## config.mk

```make
export PLATFORM = sky130hd
export DESIGN_NAME = ldpc_info_source
export DESIGN_NICKNAME = d
export VERILOG_FILES = /design/src/rtl/ldpc_info_source.sv
export SDC_FILE = /design/constraint.sdc
export NUM_CORES = 1
export LEC_CHECK = 0
export BUFFER_PORTS_ARGS = -buffer_cell sky130_fd_sc_hd__buf_2
export CAP_MARGIN = 15
export CORE_MARGIN = 10
export CORE_UTILIZATION = 40
export CTS_BUF_LIST = sky130_fd_sc_hd__clkbuf_8
export CTS_CLUSTER_SIZE = 10
export DETAILED_ROUTE_END_ITERATION = 8
export GPL_ROUTABILITY_DRIVEN = 1
export PLACE_DENSITY = 0.63
export SYNTH_ARGS = -nofsm -noshare
export SYNTH_HDL_FRONTEND = slang
export SYNTH_SLANG_ARGS = --single-unit
```

## constraint.sdc

```tcl
create_clock -name clk -period 2.64 [get_ports clk]
set_input_delay 0.132 -clock clk [delete_from_list [all_inputs] [get_ports clk]]
set_output_delay 0.132 -clock clk [all_outputs]
set_load 0.02 [all_outputs]
```

## src/rtl/ldpc_info_source.sv

```systemverilog
// ldpc_info_source: framed information-bit source feeding the QC-LDPC encoder.
// Emits frames of kb sub-blocks (Z bits each) over valid/ready, with sof/eof,
// a programmable inter-frame gap, a frame count and a PRBS-23 or counter payload.
// The startup cycle reuses the GAP state with a zero count, so the first beat
// is presented one cycle after start is sampled.
module ldpc_info_source #(
  parameter int          Z      = 27,
  parameter int          KB_MAX = 18,
  parameter logic [22:0] SEED   = 23'h7FFFFF
) (
  input  logic         clk,
  input  logic         rst,
  input  logic         start,
  input  logic         stop,
  input  logic [4:0]   kb,
  input  logic [15:0]  num_frames,
  input  logic [7:0]   gap,
  input  logic         mode,
  input  logic         ready,
  output logic [Z-1:0] data_out,
  output logic         valid,
  output logic         sof,
  output logic         eof,
  output logic         busy,
  output logic [15:0]  frame_cnt,
  output logic         done
);

  typedef enum logic [1:0] {IDLE = 2'd0, RUN = 2'd1, GAP = 2'd2} state_t;

  localparam logic [22:0] SEED_EFF = (SEED == 23'd0) ? 23'd1 : SEED;
  localparam logic [4:0]  KB_LIM   = 5'(KB_MAX);

  // Z output bits of the x^23+x^18+1 generator; bit 0 is generated first.
  function automatic logic [Z-1:0] prbs_bits(input logic [22:0] s);
    logic [22:0]  t;
    logic         fb;
    logic [Z-1:0] b;
    t = s;
    b = '0;
    for (int i = 0; i < Z; i++) begin
      fb   = t[22] ^ t[17];
      b[i] = fb;
      t    = {t[21:0], fb};
    end
    return b;
  endfunction

  // Generator state after Z steps.
  function automatic logic [22:0] prbs_next(input logic [22:0] s);
    logic [22:0] t;
    logic        fb;
    t = s;
    for (int i = 0; i < Z; i++) begin
      fb = t[22] ^ t[17];
      t  = {t[21:0], fb};
    end
    return t;
  endfunction

  state_t      state, state_nxt;
  logic [22:0] lfsr, lfsr_d;
  logic [Z-1:0] cnt, cnt_d, data_d;
  logic [4:0]  idx, idx_d, kb_r, kb_d, nidx, kb_clamp;
  logic [15:0] nf_r, nf_d, fc_d, fc_inc;
  logic [7:0]  gap_r, gap_d, gap_cnt, gap_cnt_d;
  logic        mode_r, mode_d, stop_pend, stop_pend_d;
  logic        valid_d, sof_d, eof_d, busy_d, done_d;
  logic        accept, last_beat, run_end, load, launch;

  assign accept    = valid & ready;
  assign last_beat = accept & eof;
  assign fc_inc    = (frame_cnt == 16'hFFFF) ? frame_cnt : frame_cnt + 16'd1;
  assign run_end   = last_beat &
                     (((nf_r != 16'd0) && (fc_inc == nf_r)) || stop_pend || stop);
  assign kb_clamp  = (kb > KB_LIM) ? KB_LIM : kb;

  // State register with synchronous active-low reset.
  always_ff @(posedge clk) begin
    if (!rst) begin
      state <= IDLE;
    end else begin
      state <= state_nxt;
    end
  end

  // Next-state decode.
  always_comb begin
    state_nxt = state;
    case (state)
      IDLE: begin
        if (start && (kb != 5'd0)) state_nxt = GAP;
        else                       state_nxt = IDLE;
      end
      RUN: begin
        if (run_end)                              state_nxt = IDLE;
        else if (last_beat && (gap_r != 8'd0))    state_nxt = GAP;
        else                                      state_nxt = RUN;
      end
      GAP: begin
        if (stop)                   state_nxt = IDLE;
        else if (gap_cnt == 8'd0)   state_nxt = RUN;
        else                        state_nxt = GAP;
      end
      default: state_nxt = IDLE;
    endcase
  end

  // Next values of the datapath and registered outputs.
  always_comb begin
    launch      = (state == IDLE) && (state_nxt == GAP);
    load        = ((state == RUN) && accept && (state_nxt == RUN)) ||
                  ((state == GAP) && (state_nxt == RUN));
    nidx        = ((state == RUN) && !eof) ? idx + 5'd1 : 5'd0;
    valid_d     = (state_nxt == RUN);
    busy_d      = (state_nxt != IDLE);
    done_d      = (state != IDLE) && (state_nxt == IDLE);
    lfsr_d      = lfsr;
    cnt_d       = cnt;
    idx_d       = idx;
    kb_d        = kb_r;
    nf_d        = nf_r;
    gap_d       = gap_r;
    mode_d      = mode_r;
    gap_cnt_d   = gap_cnt;
    stop_pend_d = stop_pend;
    fc_d        = frame_cnt;
    data_d      = data_out;
    sof_d       = sof;
    eof_d       = eof;

    if (launch) begin
      kb_d        = kb_clamp;
      nf_d        = num_frames;
      gap_d       = gap;
      mode_d      = mode;
      lfsr_d      = SEED_EFF;
      cnt_d       = '0;
      idx_d       = 5'd0;
      fc_d        = 16'd0;
      stop_pend_d = 1'b0;
      gap_cnt_d   = 8'd0;
    end else if (load) begin
      data_d = mode_r ? cnt : prbs_bits(lfsr);
      lfsr_d = prbs_next(lfsr);
      cnt_d  = cnt + Z'(1);
      idx_d  = nidx;
      sof_d  = (nidx == 5'd0);
      eof_d  = (nidx == kb_r - 5'd1);
    end else begin
      data_d = data_out;
    end

    if (last_beat) begin
      fc_d = fc_inc;
    end else begin
      fc_d = fc_d;
    end

    if ((state == RUN) && (state_nxt == GAP)) begin
      gap_cnt_d = gap_r - 8'd1;
    end else if ((state == GAP) && (gap_cnt != 8'd0)) begin
      gap_cnt_d = gap_cnt - 8'd1;
    end else begin
      gap_cnt_d = gap_cnt_d;
    end

    if ((state == RUN) && stop && !run_end) begin
      stop_pend_d = 1'b1;
    end else begin
      stop_pend_d = stop_pend_d;
    end
  end

  // Datapath and output registers with synchronous active-low reset.
  always_ff @(posedge clk) begin
    if (!rst) begin
      lfsr      <= SEED_EFF;
      cnt       <= '0;
      idx       <= 5'd0;
      kb_r      <= 5'd0;
      nf_r      <= 16'd0;
      gap_r     <= 8'd0;
      mode_r    <= 1'b0;
      gap_cnt   <= 8'd0;
      stop_pend <= 1'b0;
      frame_cnt <= 16'd0;
      data_out  <= '0;
      valid     <= 1'b0;
      sof       <= 1'b0;
      eof       <= 1'b0;
      busy      <= 1'b0;
      done      <= 1'b0;
    end else begin
      lfsr      <= lfsr_d;
      cnt       <= cnt_d;
      idx       <= idx_d;
      kb_r      <= kb_d;
      nf_r      <= nf_d;
      gap_r     <= gap_d;
      mode_r    <= mode_d;
      gap_cnt   <= gap_cnt_d;
      stop_pend <= stop_pend_d;
      frame_cnt <= fc_d;
      data_out  <= data_d;
      valid     <= valid_d;
      sof       <= sof_d;
      eof       <= eof_d;
      busy      <= busy_d;
      done      <= done_d;
    end
  end

endmodule
```

==> results of run 1 <==
==> cell type report <==
| class | count | area (um2) | area share [%] |
|---|---|---|---|
| Timing Repair Buffer | 254 | 1980 | 18.9 |
| Clock inverter | 15 | 148 | 1.41 |
| Antenna cell | 1 | 2.50 | 0.0239 |
| Clock buffer | 17 | 234 | 2.24 |
| Tap cell | 234 | 293 | 2.80 |
| Sequential cell | 144 | 2930 | 28.0 |
| Inverter | 13 | 48.8 | 0.467 |
| Multi-Input combinational cell | 727 | 4830 | 46.1 |
==> registers in the layout, indices dropped and copies added, names as in the netlist <==
signal	flops
mode_r	1
stop_pend	1
frame_cnt	16
gap_cnt	8
lfsr	23
valid	1
state	2
kb_r	5
idx	5
busy	1
nf_r	16
data_out	27
done	1
cnt	27
eof	1
sof	1
gap_r	8
==> Yosys cell counts, drive strengths merged, types with 6 or more instances <==
| library cell | n |
|---|---|
| a211oi | 13 |
| a21oi | 94 |
| a311oi | 7 |
| a31oi | 11 |
| and3 | 7 |
| buf | 36 |
| clkbuf | 31 |
| dfxtp | 144 |
| ha | 7 |
| inv | 13 |
| nand2 | 192 |
| nand2b | 9 |
| nand3 | 32 |
| nand4 | 15 |
| nor2 | 57 |
| nor2b | 8 |
| nor3 | 19 |
| nor4 | 11 |
| o211ai | 26 |
| o21ai | 48 |
| o22a | 6 |
| o31ai | 9 |
| or3 | 15 |
| or4 | 11 |
| xnor2 | 42 |
| xor2 | 22 |
==> power by group through the flow <==
stage / combinational [mW] / sequential [mW] / clock, mW
final: 1.12 / 2.34 / 1.76
after CTS: 1.07 / 2.34 / 1.79
after floorplan: 0.618 / 2.39 / 0
after detailed placement: 0.974 / 2.39 / 0
after global routing: 1.22 / 2.35 / 1.88
after global placement: 0.968 / 2.39 / 0
==> worst min path at each step <==
stage,from,to,slack (ns),depth (start not counted)
2_1_floorplan,gap[7],gap_r[7]$_SDFFE_PN0P_,0.27,2
3_3_place_gp,num_frames[13],nf_r[13]$_SDFFE_PN0P_,0.37,3
3_5_place_dp,num_frames[4],nf_r[4]$_SDFFE_PN0P_,0.38,3
4_1_cts,rst,busy$_SDFF_PN0_,0.01,2
5_1_grt,rst,busy$_SDFF_PN0_,0.02,2
6_report,rst,busy$_SDFF_PN0_,0.03,2
==> what timing repair did <==
action,4_1_cts,5_1_grt
endpoints found under the setup margin,97,97
hold buffers,30,0
gates resized for setup,58,72
pin swaps,41,41
cloned,6,2
setup buffers,12,9
endpoints found under the hold margin,30,0
==> layer usage <==
metal	global-route usage, %	vias to the layer above	part of all wire [%]
met5	0	-	0
met4	6.63	0	2.0
met3	3.11	42	4.3
met2	32.4	201	50
met1	24.1	3675	44
li1	-	3817	-
==> cell families after synthesis <==
group	after synthesis	share of synthesized area (%)
compound gates	256	22.1
xor+xnor	64	7.41
fa+ha+maj	7	1.16
buf+inv	80	5.49
flops	144	38.1
mux	2	0.265
simple gates	395	25.5
==> results by stage, run 1 <==
Global route:
- The initial antenna violation count was 0.
- The residual overflow from global routing is 0.
- The maximum number of pins on one net before global-route repair is 56.
- The via count of the first global-routing pass came to 7,409.
- The wire length of the first global-routing pass is 38,300 um.
- Global routing used 19.2% of the available tracks across all layers.

Routing:
- The post-detailed-routing wire length is 24,200 um.
- The count of nets left with antenna violations once routing finished came out at 0.
- The routed length per placed instance is 17.2 um.
- Dividing the detail-routed via count by the number of cells gives 5.51.
- The routed layout has 7,735 vias.
- The number of detailed-route iterations in the first pass is 5.
- The DRC violation total after the first TritonRoute iteration is 456.
- The number of DRC violations after detailed routing is 0.

STA:
- Setup repair after global routing could not meet its margin everywhere.
- The worst-case headroom to the max-slew limit is 62.9%.
- Setup slack on the critical path of the routed design comes to -0.192 ns.
- For this run, the top clock speed supported by timing is 353 MHz.
- The final hold violation count was 0.
- The final critical delay including setup and external delays is 2.83 ns.
- On the final layout, the worst clock skew is 0.0231 ns.
- Dividing the final minimum period by the clock period gives 107%.
- For the pin with the worst max-slew slack, the measured transition is 0.556 ns.
- The number of pins with negative max-slew slack in the final report came to 0.
- After routing, the total negative slack on setup checks comes to -10.31 ns.
- The final setup violation count is 93.
- The post-route worst hold slack is 0.0349 ns.

Clock network:
- The total clock buffers created by CTS is 17.
- The clock root buffer is clkbuf_8.
- The clock sink total is 144.
- The clock passes through at most 2 buffers.
- The CTS H-tree depth is 4.
- The clock latency of the later-clocked register in the worst-skew pair is 0.47 ns.
- TritonCTS built the clock tree.
- Clock-pin slew was measured on the worst setup and hold paths at 0.08 ns.

Setup path:
- The capturing element type of the critical path is a flop.
- Among all stages on the critical path, the largest delay is contributed by dfxtp_4.
- The origin of the critical flop-to-flop path is frame_cnt[6]$_SDFFE_PN0P_.
- The number of stages on the worst setup path is 14.
- The worst stage delay on the critical path is 0.35 ns.
- The destination of the worst register-to-register timing path is cnt[5]$_SDFFE_PP0P_.
- The worst setup path endpoint is cnt[5]$_SDFFE_PP0P_.
- Grouping stages by cell kind, the critical path spends the most delay in compound AO/OA/AOI/OAI gates.
- The slack of the worst reg-to-reg path is -0.19 ns.
- The number of buffers and inverters on the critical path is 5.
- The most critical setup path has its startpoint at frame_cnt[6]$_SDFFE_PN0P_.
- Measured in cells, the most critical reg-to-reg path has a length of 14.
- The dominant cell type by count on the critical path is buf_6.
- The worst setup path is of the flop to flop kind.
- Walking the worst path, the cells encountered are nand4_1, buf_6, buf_4, o311a_4, o21a_1, a2111oi_4, and4bb_4, a21boi_4, buf_4, buf_6, buf_6, o2111ai_2, xor2_1, nor2_1.
- The critical path launch point type is a flop.
- The arrival time at the worst endpoint is 3.18 ns.
- Along the worst path, the maximum fanout reaches 5.
- The data required time of the critical path is 2.99 ns.

Min path:
- The path class of the lowest-slack min-delay path is primary input to flop.

Placed design:
- The worst setup slack before clock tree synthesis is -0.350 ns.
- The post-DP HPWL is 16,500 um.
- The weighted congestion at the end of routability-driven global placement is 0.941.
- The count of buffers inserted at the top-level ports is 82.
- The placed cell area is 0.00900 mm2.
- After detailed placement, the design holds a cell count of 1,314.

Synth:
- The number of warning messages in the yosys log is 0.
- The number of instances in the synthesized netlist is 948.
- The most used flip-flop cell after synthesis is dfxtp_1.
- The library cell with the largest summed area after synthesis is dfxtp_1.
- The synthesized design contains 0 enable-type register cells.
- The mean instance size in the synthesized netlist is 7.98 um2.
- In the post-synthesis netlist, the biggest area contributors are dfxtp_1 (38%), nand2_1 (9.5%), a21oi_1 (6.0%), xnor2_1 (4.9%), o211ai_1 (2.6%).
- The synthesized design devotes to its leading area cell type 38.1% of total area.
- The number of nets in the synthesized netlist is 990.
- The share of synthesized area occupied by flip-flops and latches is 38.1%.
- The synthesized netlist occupies a cell area of 0.00757 mm2.
- In this run, synthesis produced a sequential element count of 144.
- The post-synthesis cell type count is 77.
- The fraction of registers with async set or reset after synthesis is 0%.

Final layout:
- The number of nets in the layout is 1,199.
- After the flow finishes, the layout carries non-filler instances totaling 1,405.
- The post-route netlist has 33.4% of its cells at a drive strength greater than 1.
- Relative to the synthesized area, the layout overhead comes to 38.2%.
- The post-layout instance area is 0.0105 mm2.
- The commonest non-fill, non-tap cell in the layout is nand2_1.
- The filler cells instantiated in the layout total 1,673.
- Leaving out fill and tap cells, the most frequent cells in the layout are nand2_1 (168), dfxtp_1 (128), buf_4 (118).
- Cells fill 56.1% of the core in the end.

Power and ir drop:
- Power spread over the standard cell area amounts to 499 mW/mm2.
- The switching share of power is 32.5%.
- The worst-case vdd ir drop is 0.307 mV.
- The part of the total power dissipated in the clock network is 33.7%.
- The internal power component is 3.53 mW.
- The reported leakage power is 4.03 nW.
- The sequential cell fraction of total power is 44.8%.
- The combinational share of power is 21.5%.
- After layout, the design draws a total of 5.22 mW.
- In this run the power spent charging and discharging nets is 1.70 mW.

Outcome:
- The run finished, with violations left.
- The final reports fail on setup timing.

Floorplan:
- The die width is 158 um.
- The floorplan row count is 50.
- The area of the core is 0.0186 mm2.
- The top-level port count is 83.
- The initial utilization of the core area, before any placement, comes to 40.6%.
- The full die area is 0.0248 mm2.
- The die is 158 um tall.

Run:
- Max-cap violations in this run came to 0.
Note: power is estimated with default switching activity, not from simulation.
==> inputs of run 2 (changes only) <==
- CELL_PAD_IN_SITES_DETAIL_PLACEMENT: not set -> 0
- CELL_PAD_IN_SITES_GLOBAL_PLACEMENT: not set -> 1
- PLACE_DENSITY: 0.63 -> 0.77
==> results by stage, run 2 (synthesis results as in run 1) <==
Placed design:
- The count of buffers inserted at the top-level ports was 82 (unchanged).
- The worst setup slack before clock tree synthesis is -0.313 ns (+0.0368 ns).
- The post-DP HPWL is 16,900 um (+2.5%).
- The weighted congestion at the end of routability-driven global placement came to 0.924 (-1.8%).
- The number of placed instances, taps included is 1,312 (-0.15%).

STA:
- The highest attainable clock frequency was 348 MHz (-1.4%).
- The final critical delay including setup and external delays is 2.87 ns (+0.0412 ns).
- The worst-case headroom to the max-slew limit is 64.6% (+1.7 points).
- The sum of negative setup slack is -13.46 ns (-3.15 ns).
- The final hold violation count is 0 (unchanged).
- The final setup violation count is 86 (-7.5%).
- The transition at the pin with the smallest max-transition slack came to 0.526 ns (-0.0306 ns).
- The number of pins with negative max-slew slack in the final report is 0 (unchanged).
- The least setup slack across all paths after layout was -0.233 ns (-0.0412 ns).
- The worst clock skew was 0.0122 ns (-0.0110 ns).
- Setup repair after global routing could not meet its margin everywhere.
- The portion of the clock cycle consumed by the worst path in the final layout came to 109% (+1.6 points).
- The post-route worst hold slack is 0.0727 ns (+0.0379 ns).

Routing:
- The DRC violation total after the first TritonRoute iteration was 444 (-2.6%).
- The number of DRC violations after detailed routing came to 0 (unchanged).
- The post-detailed-routing wire length is 26,100 um (+7.8%).
- The via density per instance is 5.53 (+0.44%).
- The number of detailed-route iterations in the first pass was 4 (-1).
- The detailed-route via count was 7,902 (+2.2%).
- The routed length per placed instance is 18.2 um (+6.0%).
- The post-detailed-route count of antenna-violating nets is 0 (unchanged).

Floorplan:
- The area of the core is 0.0186 mm2 (unchanged).
- The floorplan row count came to 50 (unchanged).
- The initial standard-cell utilization of the core was 40.6% (unchanged).
- The die boundary height was 158 um (unchanged).
- The die width is 158 um (unchanged).
- The top-level port count is 83 (unchanged).
- The full die area is 0.0248 mm2 (unchanged).

Setup path:
- The arrival time at the worst endpoint is 3.22 ns (+0.04 ns).
- Walking the worst path, the cells encountered are nand4_4, o41a_1, a211oi_2, xnor2_2, nor4_4, a21boi_4, or2_4, clkbuf_16, nand4b_1, a21oi_1.
- The worst stage delay on the critical path is 0.42 ns (+0.07 ns).
- The critical path buffer and inverter count is 1 (-4).
- The category of cells accounting for the largest share of critical-path delay is simple AND/OR/NAND/NOR gates.
- The startpoint identified for the worst register-to-register timing path is frame_cnt[0]$_SDFFE_PN0P_.
- The worst register-to-register path ends at idx[2]$_SDFFE_PP0P_.
- The number of cells on the worst reg-to-reg path was 10 (-4).
- The data required time of the critical path is 2.99 ns (about the same).
- The capturing element type of the critical path is a flop.
- The critical path launch point type is a flop.
- The type of the worst setup path is flop to flop.
- The slack of the worst reg-to-reg path came to -0.23 ns (-0.04 ns).
- The slowest stage of the critical path belongs to the cell o41a_1.
- The highest net fanout along the worst path is 8 (+3).

Outcome:
- The flow ran to the end, but the final reports show violations.
- The checks that failed: setup timing.

Final layout:
- The number of non-filler instances in the completed layout came to 1,429 (+1.7%).
- The synthesis-to-layout area growth is 48.5%.
- The commonest non-fill, non-tap cell in the layout is nand2_1.
- The proportion of layout cells with a drive suffix above 1 came to 39.9% (+6.5 points).
- In the final layout, the registers with the most flip-flops are cnt (27), data_out (27), lfsr (23).
- The number of inserted filler cells in the final layout was 1,652 (-1.3%).
- The number of nets in the layout is 1,225 (+2.2%).
- In the layout the commonest cells are nand2_1 (133), dfxtp_1 (128), buf_4 (120).
- The antenna diode count is 0 (-1).

Power and ir drop:
- The reported leakage power is 4.46 nW (+11%).
- The worst-case vdd ir drop is 0.392 mV (+28%).
- The power density over cell area is 474 mW/mm2 (-5.0%).

Global route:
- The wire length of the first global-routing pass is 39,100 um (+2.2%).
- The global-route met2 utilization is 32.7% (+0.22 points).
- The peak-usage layer in the global routing report is met2.
- The met3 usage is 3.85% (+0.74 points).
- The global routing usage on met1 is 25.4% (+1.3 points).
- The global-route usage over all layers came to 19.6% (+0.48 points).
- The initial antenna violation count is 0 (unchanged).
- The residual overflow from global routing is 0 (unchanged).
- The via count of the first global-routing pass is 7,394 (-0.20%).
- The maximum number of pins on one net before global-route repair came to 56 (unchanged).

Clock network:
- The clock-pin slew on the worst setup and hold paths is 0.08 ns (about the same).
- The clock latency of the later-clocked register in the worst-skew pair came to 0.45 ns (-0.02 ns).
- The CTS H-tree depth is 4 (unchanged).
- TritonCTS built the clock tree.
- The clock root buffer is clkbuf_8.
- The clock sink total is 144 (unchanged).
- The total clock buffers created by CTS is 17 (unchanged).
- The number of buffers between clock root and the deepest sink is 2 (unchanged).

Min path:
- The number of instances on the worst hold path came to 3 (+1).
- The launch instance of the worst min-delay path is kb[1].
- The path class of the lowest-slack min-delay path is primary input to flop.
- The destination of the worst hold path is kb_r[1]$_SDFFE_PN0P_.

Run:
- The max-capacitance violation count is 0 (unchanged).
[run 2: cell type report]
cell class / instances / area, um2 / area share (%)
sequential: 144 / 2920 / 26.0
clock inverter: 12 / 120 / 1.07
tap: 234 / 293 / 2.60
multi-input combinational: 726 / 5160 / 45.9
timing repair buffer: 281 / 2430 / 21.6
inverter: 13 / 48.8 / 0.434
clock buffer: 19 / 262 / 2.33
[run 2: metrics by stage]
step	total power [mW]	instance area (um2)	utilization, %
final	5.33	11200	60.3
after global routing	5.57	11200	60.3
after CTS	5.25	10500	56.3
after detailed placement	3.34	8950	48.0
after global placement	3.34	8950	48.0
after floorplan	3.01	7770	-
[run 2: metal layers]
layer	wire, um	vias to the layer above	part of all wire (%)
li1	-	3870	-
met3	1100	25	4.2
met2	12800	163	49
met1	11700	3844	45
met5	0	-	0
met4	388	0	1.5
[run 2: tightest hold or removal path, stage by stage]
cell and delay (ns):
buf_2 0.09, nor3_1 0.06, a211oi_1 0.19
[run 2: timing repair]
item	4_1_cts	5_1_grt
hold buffers	31	0
endpoints found under the hold margin	31	0
pin swaps	37	62
setup buffers	21	24
gates resized for setup	85	151
setup endpoints to repair	97	97
gates cloned	10	9
[run 2: worst max-delay path by stage]
stage / startpoint / to / depth (start not counted)
floorplan: frame_cnt[0]$_SDFFE_PN0P_ / data_out[21]$_SDFFE_PN0P_ / 14
finish: frame_cnt[0]$_SDFFE_PN0P_ / idx[2]$_SDFFE_PP0P_ / 10
global placement: frame_cnt[1]$_SDFFE_PN0P_ / cnt[23]$_SDFFE_PP0P_ / 11
detailed placement: frame_cnt[1]$_SDFFE_PN0P_ / cnt[23]$_SDFFE_PP0P_ / 11
CTS: frame_cnt[1]$_SDFFE_PN0P_ / data_out[22]$_SDFFE_PN0P_ / 14
global route: frame_cnt[0]$_SDFFE_PN0P_ / data_out[22]$_SDFFE_PN0P_ / 12
[run 2: report_power, final]
group          switching, mW  internal, mW
logic                  0.683         0.570
clock network          0.857         0.872
registers             0.0966          2.25
==> inputs of run 3 (changes only) <==
- CORE_MARGIN: 10 -> not set
- clock period: 2.64 -> 2.5 ns (I/O delays scaled with it)
==> results by stage, run 3 (synthesis results as in run 1) <==
Min path:
- In this run the most critical hold path is launched from kb[1].
- The destination of the worst hold path is kb_r[1]$_SDFFE_PN0P_.
- The path class of the lowest-slack min-delay path is primary input to flop.
- The number of instances on the worst hold path is 3 (unchanged).

Floorplan:
- The initial standard-cell utilization of the core is 41.4% (+0.83 points).
- The die width is 140 um (-11%).
- The top-level port count came to 83 (unchanged).
- The floorplan row count is 49 (-2.0%).
- The full die area is 0.0195 mm2 (-22%).
- The area of the core is 0.0183 mm2 (-2.0%).
- The die boundary height was 140 um (-11%).

Routing:
- The routed length per placed instance is 17.0 um (-6.7%).
- The number of DRC violations after detailed routing came to 0 (unchanged).
- The post-detailed-route count of antenna-violating nets is 0 (unchanged).
- The via density per instance was 5.48 (-0.91%).
- The detailed-route via count is 7,808 (-1.2%).
- The number of detailed-route iterations in the first pass is 5 (+1).
- The post-detailed-routing wire length is 24,300 um (-7.0%).
- The DRC violation total after the first TritonRoute iteration is 427 (-3.8%).

Placed design:
- The weighted congestion at the end of routability-driven global placement is 0.956 (+3.5%).
- The worst setup slack before clock tree synthesis is -0.459 ns (-0.145 ns).
- The post-DP HPWL is 15,900 um (-5.9%).
- The count of buffers inserted at the top-level ports is 82 (unchanged).

Setup path:
- The critical path is of the flop to flop type.
- The endpoint identified for the worst register-to-register timing path is gap_cnt[0]$_SDFFE_PN0P_.
- Walking the worst path, the cells encountered are nand4_1, buf_4, o41a_1, a211oi_4, xnor2_2, nor4_4, buf_4, nand4_1, nand4_4, buf_12, buf_6, nand3_2, a21oi_2.
- The critical path launch point type is a flop.
- The worst stage delay on the critical path is 0.36 ns (-0.06 ns).
- The arrival time at the worst endpoint is 3.33 ns (+0.11 ns).
- The kind of cell with the highest combined delay along the critical path is simple AND/OR/NAND/NOR gates.
- The highest net fanout along the worst path is 8 (unchanged).
- The origin of the critical flop-to-flop path is frame_cnt[6]$_SDFFE_PN0P_.
- The critical path buffer and inverter count was 4 (+3).
- The worst setup path is captured at a flop.
- The number of cells on the worst reg-to-reg path was 13 (+3).
- Among all stages on the critical path, the largest delay is contributed by nor4_4.
- The data required time of the critical path came to 2.90 ns (-0.09 ns).
- The slack of the worst reg-to-reg path is -0.43 ns (-0.20 ns).

Clock network:
- The CTS tree is done.
- The clock-pin slew on the worst setup and hold paths was 0.08 ns (about the same).
- The number of buffers between clock root and the deepest sink is 2 (unchanged).
- The CTS H-tree depth is 4 (unchanged).
- The total clock buffers created by CTS is 17 (unchanged).
- The clock sink total is 144 (unchanged).
- The clock latency of the later-clocked register in the worst-skew pair came to 0.47 ns (+0.02 ns).
- The clock root buffer is clkbuf_8.

STA:
- Setup repair after global routing could not meet its margin everywhere.
- The final setup violation count came to 97 (+13%).
- The number of pins with negative max-slew slack in the final report is 0 (unchanged).
- The post-route worst hold slack is 0.0560 ns (-0.0167 ns).
- The sum of negative setup slack is -33.40 ns (-19.94 ns).
- The highest attainable clock frequency is 341 MHz (-1.9%).
- The worst-case headroom to the max-slew limit was 62.1% (-2.5 points).
- The transition at the pin with the smallest max-transition slack came to 0.568 ns (+0.0423 ns).
- The worst clock skew came to 0.0151 ns (+0.00289 ns).
- The least setup slack across all paths after layout is -0.430 ns (-0.197 ns).
- The portion of the clock cycle consumed by the worst path in the final layout was 117% (+8.4 points).
- The final critical delay including setup and external delays is 2.93 ns (+0.0569 ns).
- The final hold violation count is 0 (unchanged).

Power and ir drop:
- The power density over cell area is 514 mW/mm2 (+8.3%).
- The total power consumption of the routed design is 5.70 mW (+6.8%).
- The reported leakage power is 4.42 nW (-0.90%).
- The worst-case vdd ir drop came to 0.373 mV (-4.9%).

Final layout:
- The proportion of layout cells with a drive suffix above 1 is 38.0% (-1.9 points).
- The number of inserted filler cells in the final layout is 1,611 (-2.5%).
- The antenna diode count is 0 (unchanged).
- The commonest non-fill, non-tap cell in the layout is nand2_1.
- The largest registers in the layout are cnt (27), data_out (27), lfsr (23).
- The synthesis-to-layout area growth is 46.5%.
- The sequential standard cell area is 0.00292 mm2 (about the same).
- The post-route core utilization is 60.7% (+0.38 points).
- The number of nets in the layout came to 1,227 (+0.16%).
- The area used by multi-input combinational logic is 0.00507 mm2 (-1.7%).
- The top cell types in the final layout, fill and taps aside, are nand2_1 (164), dfxtp_1 (128), buf_4 (125).

Global route:
- The initial antenna violation count is 0 (unchanged).
- The wire length of the first global-routing pass is 36,700 um (-6.1%).
- The maximum number of pins on one net before global-route repair is 66 (+18%).
- The via count of the first global-routing pass came to 7,291 (-1.4%).
- The global-route usage over all layers is 23.7% (+4.1 points).
- The residual overflow from global routing came to 0 (unchanged).

Run:
- The max-capacitance violation count came to 0 (unchanged).

Outcome:
- The final reports fail on setup timing.
- The run finished, with violations left.
## run 3: changes by cell type in the layout (fill, tap and decap cells not counted), sizes merged
cell    delta
buf        +6
clkbuf     -2
inv        -1
nand4      -2
bufinv     +1
clkinv     -1
## run 3: layout make-up
cell class / count / area share (%)
Clock buffer: 19 / 2.36
Sequential cell: 144 / 26.3
Inverter: 13 / 0.440
Timing Repair Buffer: 285 / 21.3
Tap cell: 229 / 2.58
Clock inverter: 11 / 1.28
Multi-Input combinational cell: 724 / 45.8
## run 3: power breakdown
group	internal, mW	switching, mW
sequential	2.38	0.0905
clock	1.02	0.927
combinational	0.574	0.705
## run 3: worst max-delay path by stage
stage,start,end,slack [ns],cells past startpoint
CTS,frame_cnt[4]$_SDFFE_PN0P_,sof$_SDFFE_PN0P_,-0.41,12
global route,frame_cnt[6]$_SDFFE_PN0P_,lfsr[22]$_SDFFE_PP1P_,-0.58,14
finish,frame_cnt[6]$_SDFFE_PN0P_,gap_cnt[0]$_SDFFE_PN0P_,-0.43,13
floorplan,frame_cnt[0]$_SDFFE_PN0P_,data_out[21]$_SDFFE_PN0P_,-0.22,14
detailed placement,frame_cnt[6]$_SDFFE_PN0P_,lfsr[10]$_SDFFE_PP1P_,-0.46,13
global placement,frame_cnt[6]$_SDFFE_PN0P_,lfsr[13]$_SDFFE_PP1P_,-0.40,11
## run 3: worst min-delay path: stages
cell and delay, ns:
buf_2 0.08, nor3_1 0.05, a211oi_1 0.21
## run 3: through the flow
stage,std cells,cell area [um2]
5_1_grt,1425,11100
3_3_place_gp,1326,9140
4_1_cts,1406,10200
2_1_floorplan,948,7820
3_5_place_dp,1326,9140
6_report,1425,11100
## run 3: what timing repair did
item                                    4_1_cts  5_1_grt
hold buffers                                 31        0
endpoints found under the setup margin       95       97
endpoints found under the hold margin        31        0
pin swaps                                    17       71
setup buffers                                19       15
resized for setup                            30      167
cloned                                        0        5
## run 3: routing by layer
layer,global-route usage (%),share of wire [%],vias up
li1,-,-,3861
met1,29.7,44,3713
met2,40.2,49,183
met3,4.09,3.6,51
met4,10.4,3.1,0
met5,0,0,-
